<file path="src/rtl/debounce_channel.sv">
// One debounced input: synchroniser chain, stable level and persistence counter.
// Emits registered one-cycle rise/fall pulses aligned with the level change.
module debounce_channel #(
    parameter int   DEBOUNCE_CYCLES = 120000,
    parameter int   SYNC_STAGES     = 2,
    parameter logic RESET_LEVEL     = 1'b0
) (
    input  logic clock,
    input  logic reset,
    input  logic raw_in,
    output logic level_out,
    output logic rise_pulse,
    output logic fall_pulse
);

    localparam int CNT_W = (DEBOUNCE_CYCLES > 1) ? $clog2(DEBOUNCE_CYCLES) : 1;
    localparam logic [CNT_W-1:0] CNT_LAST = CNT_W'(DEBOUNCE_CYCLES - 1);

    logic [SYNC_STAGES-1:0] sync_q;
    logic                   stable_q;
    logic [CNT_W-1:0]       cnt_q;
    logic                   rise_q;
    logic                   fall_q;
    logic                   synced;
    logic                   pending;
    logic                   accept;

    assign synced  = sync_q[SYNC_STAGES-1];
    assign pending = synced != stable_q;
    assign accept  = pending && (cnt_q == CNT_LAST);

    always_ff @(posedge clock) begin
        if (!reset) begin
            sync_q   <= {SYNC_STAGES{RESET_LEVEL}};
            stable_q <= RESET_LEVEL;
            cnt_q    <= '0;
            rise_q   <= 1'b0;
            fall_q   <= 1'b0;
        end else begin
            sync_q <= {sync_q[SYNC_STAGES-2:0], raw_in};
            rise_q <= accept && !stable_q;
            fall_q <= accept && stable_q;
            // Any edge where the input agrees with the stable level restarts the count,
            // so glitches shorter than DEBOUNCE_CYCLES never get through.
            if (accept) begin
                stable_q <= ~stable_q;
                cnt_q    <= '0;
            end else if (pending) begin
                cnt_q <= cnt_q + CNT_W'(1);
            end else begin
                cnt_q <= '0;
            end
        end
    end

    assign level_out  = stable_q;
    assign rise_pulse = rise_q;
    assign fall_pulse = fall_q;

endmodule

</file>
<file path="src/rtl/debounce_filter.sv">
// Multi-channel debouncer for push-buttons and switches; one independent
// debounce_channel per input bit.
module debounce_filter #(
    parameter int                      NUM_CHANNELS    = 1,
    parameter int                      DEBOUNCE_CYCLES = 120000,
    parameter int                      SYNC_STAGES     = 2,
    parameter logic [NUM_CHANNELS-1:0] RESET_LEVEL     = '0
) (
    input  logic                    clock,
    input  logic                    reset,
    input  logic [NUM_CHANNELS-1:0] raw_in,
    output logic [NUM_CHANNELS-1:0] level_out,
    output logic [NUM_CHANNELS-1:0] rise_pulse,
    output logic [NUM_CHANNELS-1:0] fall_pulse
);

    for (genvar i = 0; i < NUM_CHANNELS; i++) begin : g_ch
        debounce_channel #(
            .DEBOUNCE_CYCLES (DEBOUNCE_CYCLES),
            .SYNC_STAGES     (SYNC_STAGES),
            .RESET_LEVEL     (RESET_LEVEL[i])
        ) u_ch (
            .clock      (clock),
            .reset      (reset),
            .raw_in     (raw_in[i]),
            .level_out  (level_out[i]),
            .rise_pulse (rise_pulse[i]),
            .fall_pulse (fall_pulse[i])
        );
    end

endmodule

</file>
<file path="config.mk">
export PLATFORM = sky130hd
export DESIGN_NAME = debounce_filter
export DESIGN_NICKNAME = d
export VERILOG_FILES = /design/src/rtl/debounce_channel.sv /design/src/rtl/debounce_filter.sv
export SDC_FILE = /design/constraint.sdc
export NUM_CORES = 1
export LEC_CHECK = 0
export ABC_AREA = 1
export CORE_MARGIN = 2
export CORE_UTILIZATION = 61
export DETAILED_ROUTE_END_ITERATION = 8
export HOLD_SLACK_MARGIN = 0.12
export PLACE_DENSITY = 0.81
export SYNTH_ARGS = -nofsm -noshare
export SYNTH_HDL_FRONTEND = slang
export SYNTH_SLANG_ARGS = --single-unit
</file>
<file path="constraint.sdc">
create_clock -name clock -period 1.9 [get_ports clock]
set_input_delay 0.19 -clock clock [delete_from_list [all_inputs] [get_ports clock]]
set_output_delay 0.19 -clock clock [all_outputs]
set_load 0.03 [all_outputs]
</file>
* Word-level counts from Yosys, hierarchy flattened
Index checks and enable logic that the tools add are counted.
** Storage, ports and cells
- Flip-flop bits (word level) :: 22
- Bits of input ports :: 3
- Word-level logic and storage cells :: 16
** Operators by class
- Add/sub/neg operators :: 1
- Equality and inequality tests :: 2
- Bitwise gates (word level) :: 3
- Reduce and logical (&&, ||, !) cells :: 5
** Operators by type and width (count)
- 17-bit by 1-bit adder with 17-bit output (second input constant) :: 1
- 17-bit == test (second input constant) :: 1
- 1-bit logical AND :: 3
- 1-bit NOT :: 3
- 3-bit OR reduction :: 1
- 1-bit logical NOT :: 1
- 1-bit inequality test :: 1

* Logic depth before layout (Yosys ltp)
- Depth after elaboration :: 3
- Depth in mapped cells :: 8
- Mapped depth without buffers :: 8

* Least setup slack after synthesis
OpenSTA, ideal clock, no wires.
- Path kind :: flip-flop to flip-flop
- Start :: register g_ch[0].u_ch.stable_q
- End :: register g_ch[0].u_ch.cnt_q[11]
- Arrival :: 1.230 ns
- Setup slack :: 0.556 ns
- Stages on the path, launching flop included :: 9
- Period minus slack after synthesis :: 1.344 ns
- Cells stage by stage :: dfxtp_1 -> inv_2 -> nand2_1 -> nand2_1 -> nor2_2 -> nand3_2 -> nand2_4 -> buf_6 -> nor2_1
** On the way
- Cells in the longest elaborated chain, start to end :: 3
- Elaborated cells on any way between the ends :: 4
- Those cells by class :: eq/ne: 1; bitwise: 1; reduce/logical: 2
** Ends and longest elaborated chain
- start: declaration :: line debounce_channel.sv:20 : logic stable_q;
- start signal: assignment :: line debounce_channel.sv:46 : stable_q <= ~stable_q;
- 1-bit inequality test * :: line debounce_channel.sv:29 : assign pending = synced != stable_q;
- 1-bit logical AND or 1-bit NOT (tied branches)
- 3-bit OR reduction (no source line) *
- end signal: assignment :: line debounce_channel.sv:49 : cnt_q <= cnt_q + CNT_W'(1);
- end: declaration :: line debounce_channel.sv:21 : logic [CNT_W-1:0] cnt_q;
Every way passes the cells marked *; elsewhere a longest branch is shown, timed or not.
A chain may end at the register's enable or synchronous reset.

* Worst setup path after layout
- Start :: register g_ch[0].u_ch.stable_q
- End :: output port level_out
** RTL lines
- end: declaration :: line debounce_filter.sv:12 : output logic [NUM_CHANNELS-1:0] level_out,
No word-level cell between the ends.

==> flow_metrics.tcl <==
set metrics [dict create \
    remaining_number_of_nets_flagged_by_the_antenna_check_after_routing 0 \
    seq_area_frac_synth 0.4226 \
    end_kind "output port" \
    detailedPlace.worstSlack_ns 0.5107 \
    maximum_number_of_pins_on_one_net_before_global_route_repair 18 \
    dp.final_hpwl_um 1463 \
    rows 14 \
    dieWidth_um 45.34 \
    timing.final.ws_setup_ns 0.2653 \
    detailedRoute.firstIterationViolations 11 \
    critPathLaunchType "flop" \
    fin_crit_ns 1.635 \
    report.final.slew_viol_count 0 \
    status "finished, final reports clean" \
    ctsResizeCount 0 \
    fin_worst_hold_slack_ns 0.4020 \
    post-route-period-util 0.8603 \
    min-delay-path-class "primary input to flop" \
    routedWlPerCell_um 10.83 \
    ctsHoldBuffers 0 \
    cp_slowest_stage_delay_ns 0.70 \
    power_density_normalized_to_cell_area_mw_per_mm2 646.8 \
    required_ns 1.71 \
    globalRouteTotalUtil 0.2228 \
    clk_path_buf_depth 2 \
    synth.area.top_cells "sky130_fd_sc_hd__dfxtp_1 42%, sky130_fd_sc_hd__nand2_1 13%, sky130_fd_sc_hd__nor2_1 9.4%, sky130_fd_sc_hd__inv_1 5.8%, sky130_fd_sc_hd__nand3_1 4.8%" \
    synth-async-reset-ratio 0 \
    synth_commonest_cells "37 x sky130_fd_sc_hd__nand2_1, 26 x sky130_fd_sc_hd__nor2_1, 22 x sky130_fd_sc_hd__dfxtp_1" \
    clock_insertion_delay_worst_skew_ns 0.31 \
    report.final.setup_viol 0 \
    static-leakage-power_uw 0.0003647 \
    irDropWorstVdd_mv 0.7376 \
    synth_enable_flop_cells 0 \
    rsz0062_at_grt "no" \
    netlist.area_leader.share 0.4226 \
    critical_path_arrival_ns 1.44 \
    finalWeightedCongestion 0.8759 \
    synth.avg_cell_area_um2 6.995 \
    number_of_global_route_vias_before_repair 789 \
    max_freq_mhz 611.8 \
    synth_area_leader_cell "sky130_fd_sc_hd__dfxtp_1" \
    io-pin-count 6 \
    finalNetCount 162 \
    number_of_clock_buffers_inserted_by_tritoncts 3 \
    grt_antenna_before_repair 0 \
    largest_delay_share_family_worst_path "buffers and inverters" \
    netlist_cell_types 19 \
    final.setup_skew_ns 0.0006596 \
    die_h_um 45.34 \
    global_route.overflow_total 0 \
    synth.cell_area_mm2 0.001042 \
    fin_tns_setup_ns 0 \
    postCtsSetupBuffers 0 \
    grt_first_pass_wirelength_um 3256 \
    post_placement_cell_count 169 \
    placement.io_buffers 5 \
    area_delta_synth_final_pct 9.124 \
    timing_worst_slew_pin_value_ns 0.3264 \
    cp_max_fo 5 \
    setup.worst_path.class "flop to output port" \
    synth_cells 149 \
    ys_ff_latch 22 \
    die_area_mm2 0.002055 \
    vias 912 \
    layout.cells.non_filler 173 \
    antennaDiodeCount 0 \
    crit_path_cell_trace "clkdlybuf4s50_1" \
    synth.yosys.warnings 0 \
    clock_sinks 22 \
    layout.cell_area.non_filler_mm2 0.001137 \
    timing.final.hold_violations 0 \
    slew_headroom 0.7817 \
    path_buf_inv 1 \
    clk_slew_on_worst_s_h_paths_ns 0.12 \
    design.core.area_mm2 0.001559 \
    finalWirelength_um 1874 \
    tritoncts "yes" \
    cpMaxStageDelayCell "sky130_fd_sc_hd__clkdlybuf4s50_1" \
    yosysMostFrequentCell "sky130_fd_sc_hd__nand2_1" \
    cap_violations 0 \
    via_per_inst 5.272 \
    layout-drive-gt1-share 0.1146 \
    timing.critical_path.from "g_ch[0].u_ch.level_out" \
    synthFlopType "sky130_fd_sc_hd__dfxtp_1" \
    cts_root_buf "sky130_fd_sc_hd__clkbuf_4" \
    detailedRoute.firstPassIterationCount 4 \
    crit-reg2reg-launch "g_ch[0].u_ch.cnt_q[0]" \
    ctsHtreeMaxLevel 1 \
    initial_utilization 0.6685 \
    mappedNetlistNets 153 \
    post_dp_cell_area_mm2 0.001101 \
    worst_hold_startpoint "raw_in" \
    drcViolationCount 0 \
]
## worst paths after layout
path / cells past startpoint / end / slack [ns]
min reg2reg: 2 / g_ch[0].u_ch.sync_q[1] / 0.43
min: 3 / g_ch[0].u_ch.sync_q[0] / 0.40
max reg2reg: 6 / g_ch[0].u_ch.cnt_q[4] / 0.50
max: 1 / level_out / 0.27
## cell type report
type                    count  area (um2)
multi-input cells         107       519.2
flip-flops and latches     22       440.4
fillers                   141       421.7
inverters                  19       71.32
repair buffers              5       50.05
clock buffers               4       36.28
well taps                  16       20.02
## logic make-up (layout without fill, tap and decap cells)
family	Yosys count	after routing	share of synthesized area
AND/OR/NAND/NOR	91	91	0.3938
AO/OA/AOI/OAI	10	10	0.05042
flip-flops	22	22	0.4226
adder cells (fa/ha/maj)	1	1	0.01200
XOR/XNOR	5	5	0.04202
buffers and inverters	20	28	0.07923
## through the flow
stage               power, uW  utilization
floorplan               483.8            -
global placement        488.8       0.7063
detailed placement      489.5       0.7063
CTS                     747.2       0.7295
global route            759.8       0.7295
finish                  735.7       0.7295
## report_power, final
| part | leakage (uW) | internal (uW) | switching [uW] | total, uW |
|---|---|---|---|---|
| registers | 0.000178 | 464 | 1.08 | 465 |
| clock network | 0.0000210 | 117 | 140 | 257 |
| logic | 0.000166 | 6.12 | 8.11 | 14.2 |
| total | 0.000365 | 587 | 149 | 736 |
## registers in the layout, indices dropped and copies added, names as in the netlist
name / count
g_ch.u_ch.fall_pulse: 1
g_ch.u_ch.level_out: 1
g_ch.u_ch.sync_q: 2
g_ch.u_ch.rise_pulse: 1
g_ch.u_ch.cnt_q: 17
## layer usage
layer  track usage  vias up  share of wire
li1              -      483              -
met5             0        -              0
met3       0.03600        4          0.019
met1        0.2990      415           0.49
met4        0.1059        0          0.016
met2        0.3486       10           0.47
## placed cells by master (no fill, tap or decap)
cell	instances
sky130_fd_sc_hd__o21bai_1	1
sky130_fd_sc_hd__o21ai_0	2
sky130_fd_sc_hd__inv_2	3
sky130_fd_sc_hd__nor2_2	7
sky130_fd_sc_hd__nor3_1	1
sky130_fd_sc_hd__clkdlybuf4s50_1	5
sky130_fd_sc_hd__dfxtp_1	22
sky130_fd_sc_hd__inv_1	16
sky130_fd_sc_hd__ha_1	1
sky130_fd_sc_hd__nand3_1	10
sky130_fd_sc_hd__nand3_2	2
sky130_fd_sc_hd__nand4_1	6
sky130_fd_sc_hd__xnor2_1	3
sky130_fd_sc_hd__or2_2	1
sky130_fd_sc_hd__xor2_1	2
sky130_fd_sc_hd__clkbuf_4	3
sky130_fd_sc_hd__nand2_1	37
sky130_fd_sc_hd__a21oi_1	7
sky130_fd_sc_hd__nand2_4	1
sky130_fd_sc_hd__clkbuf_8	1
sky130_fd_sc_hd__nor2_1	26
(Power assumes the default switching activity.)
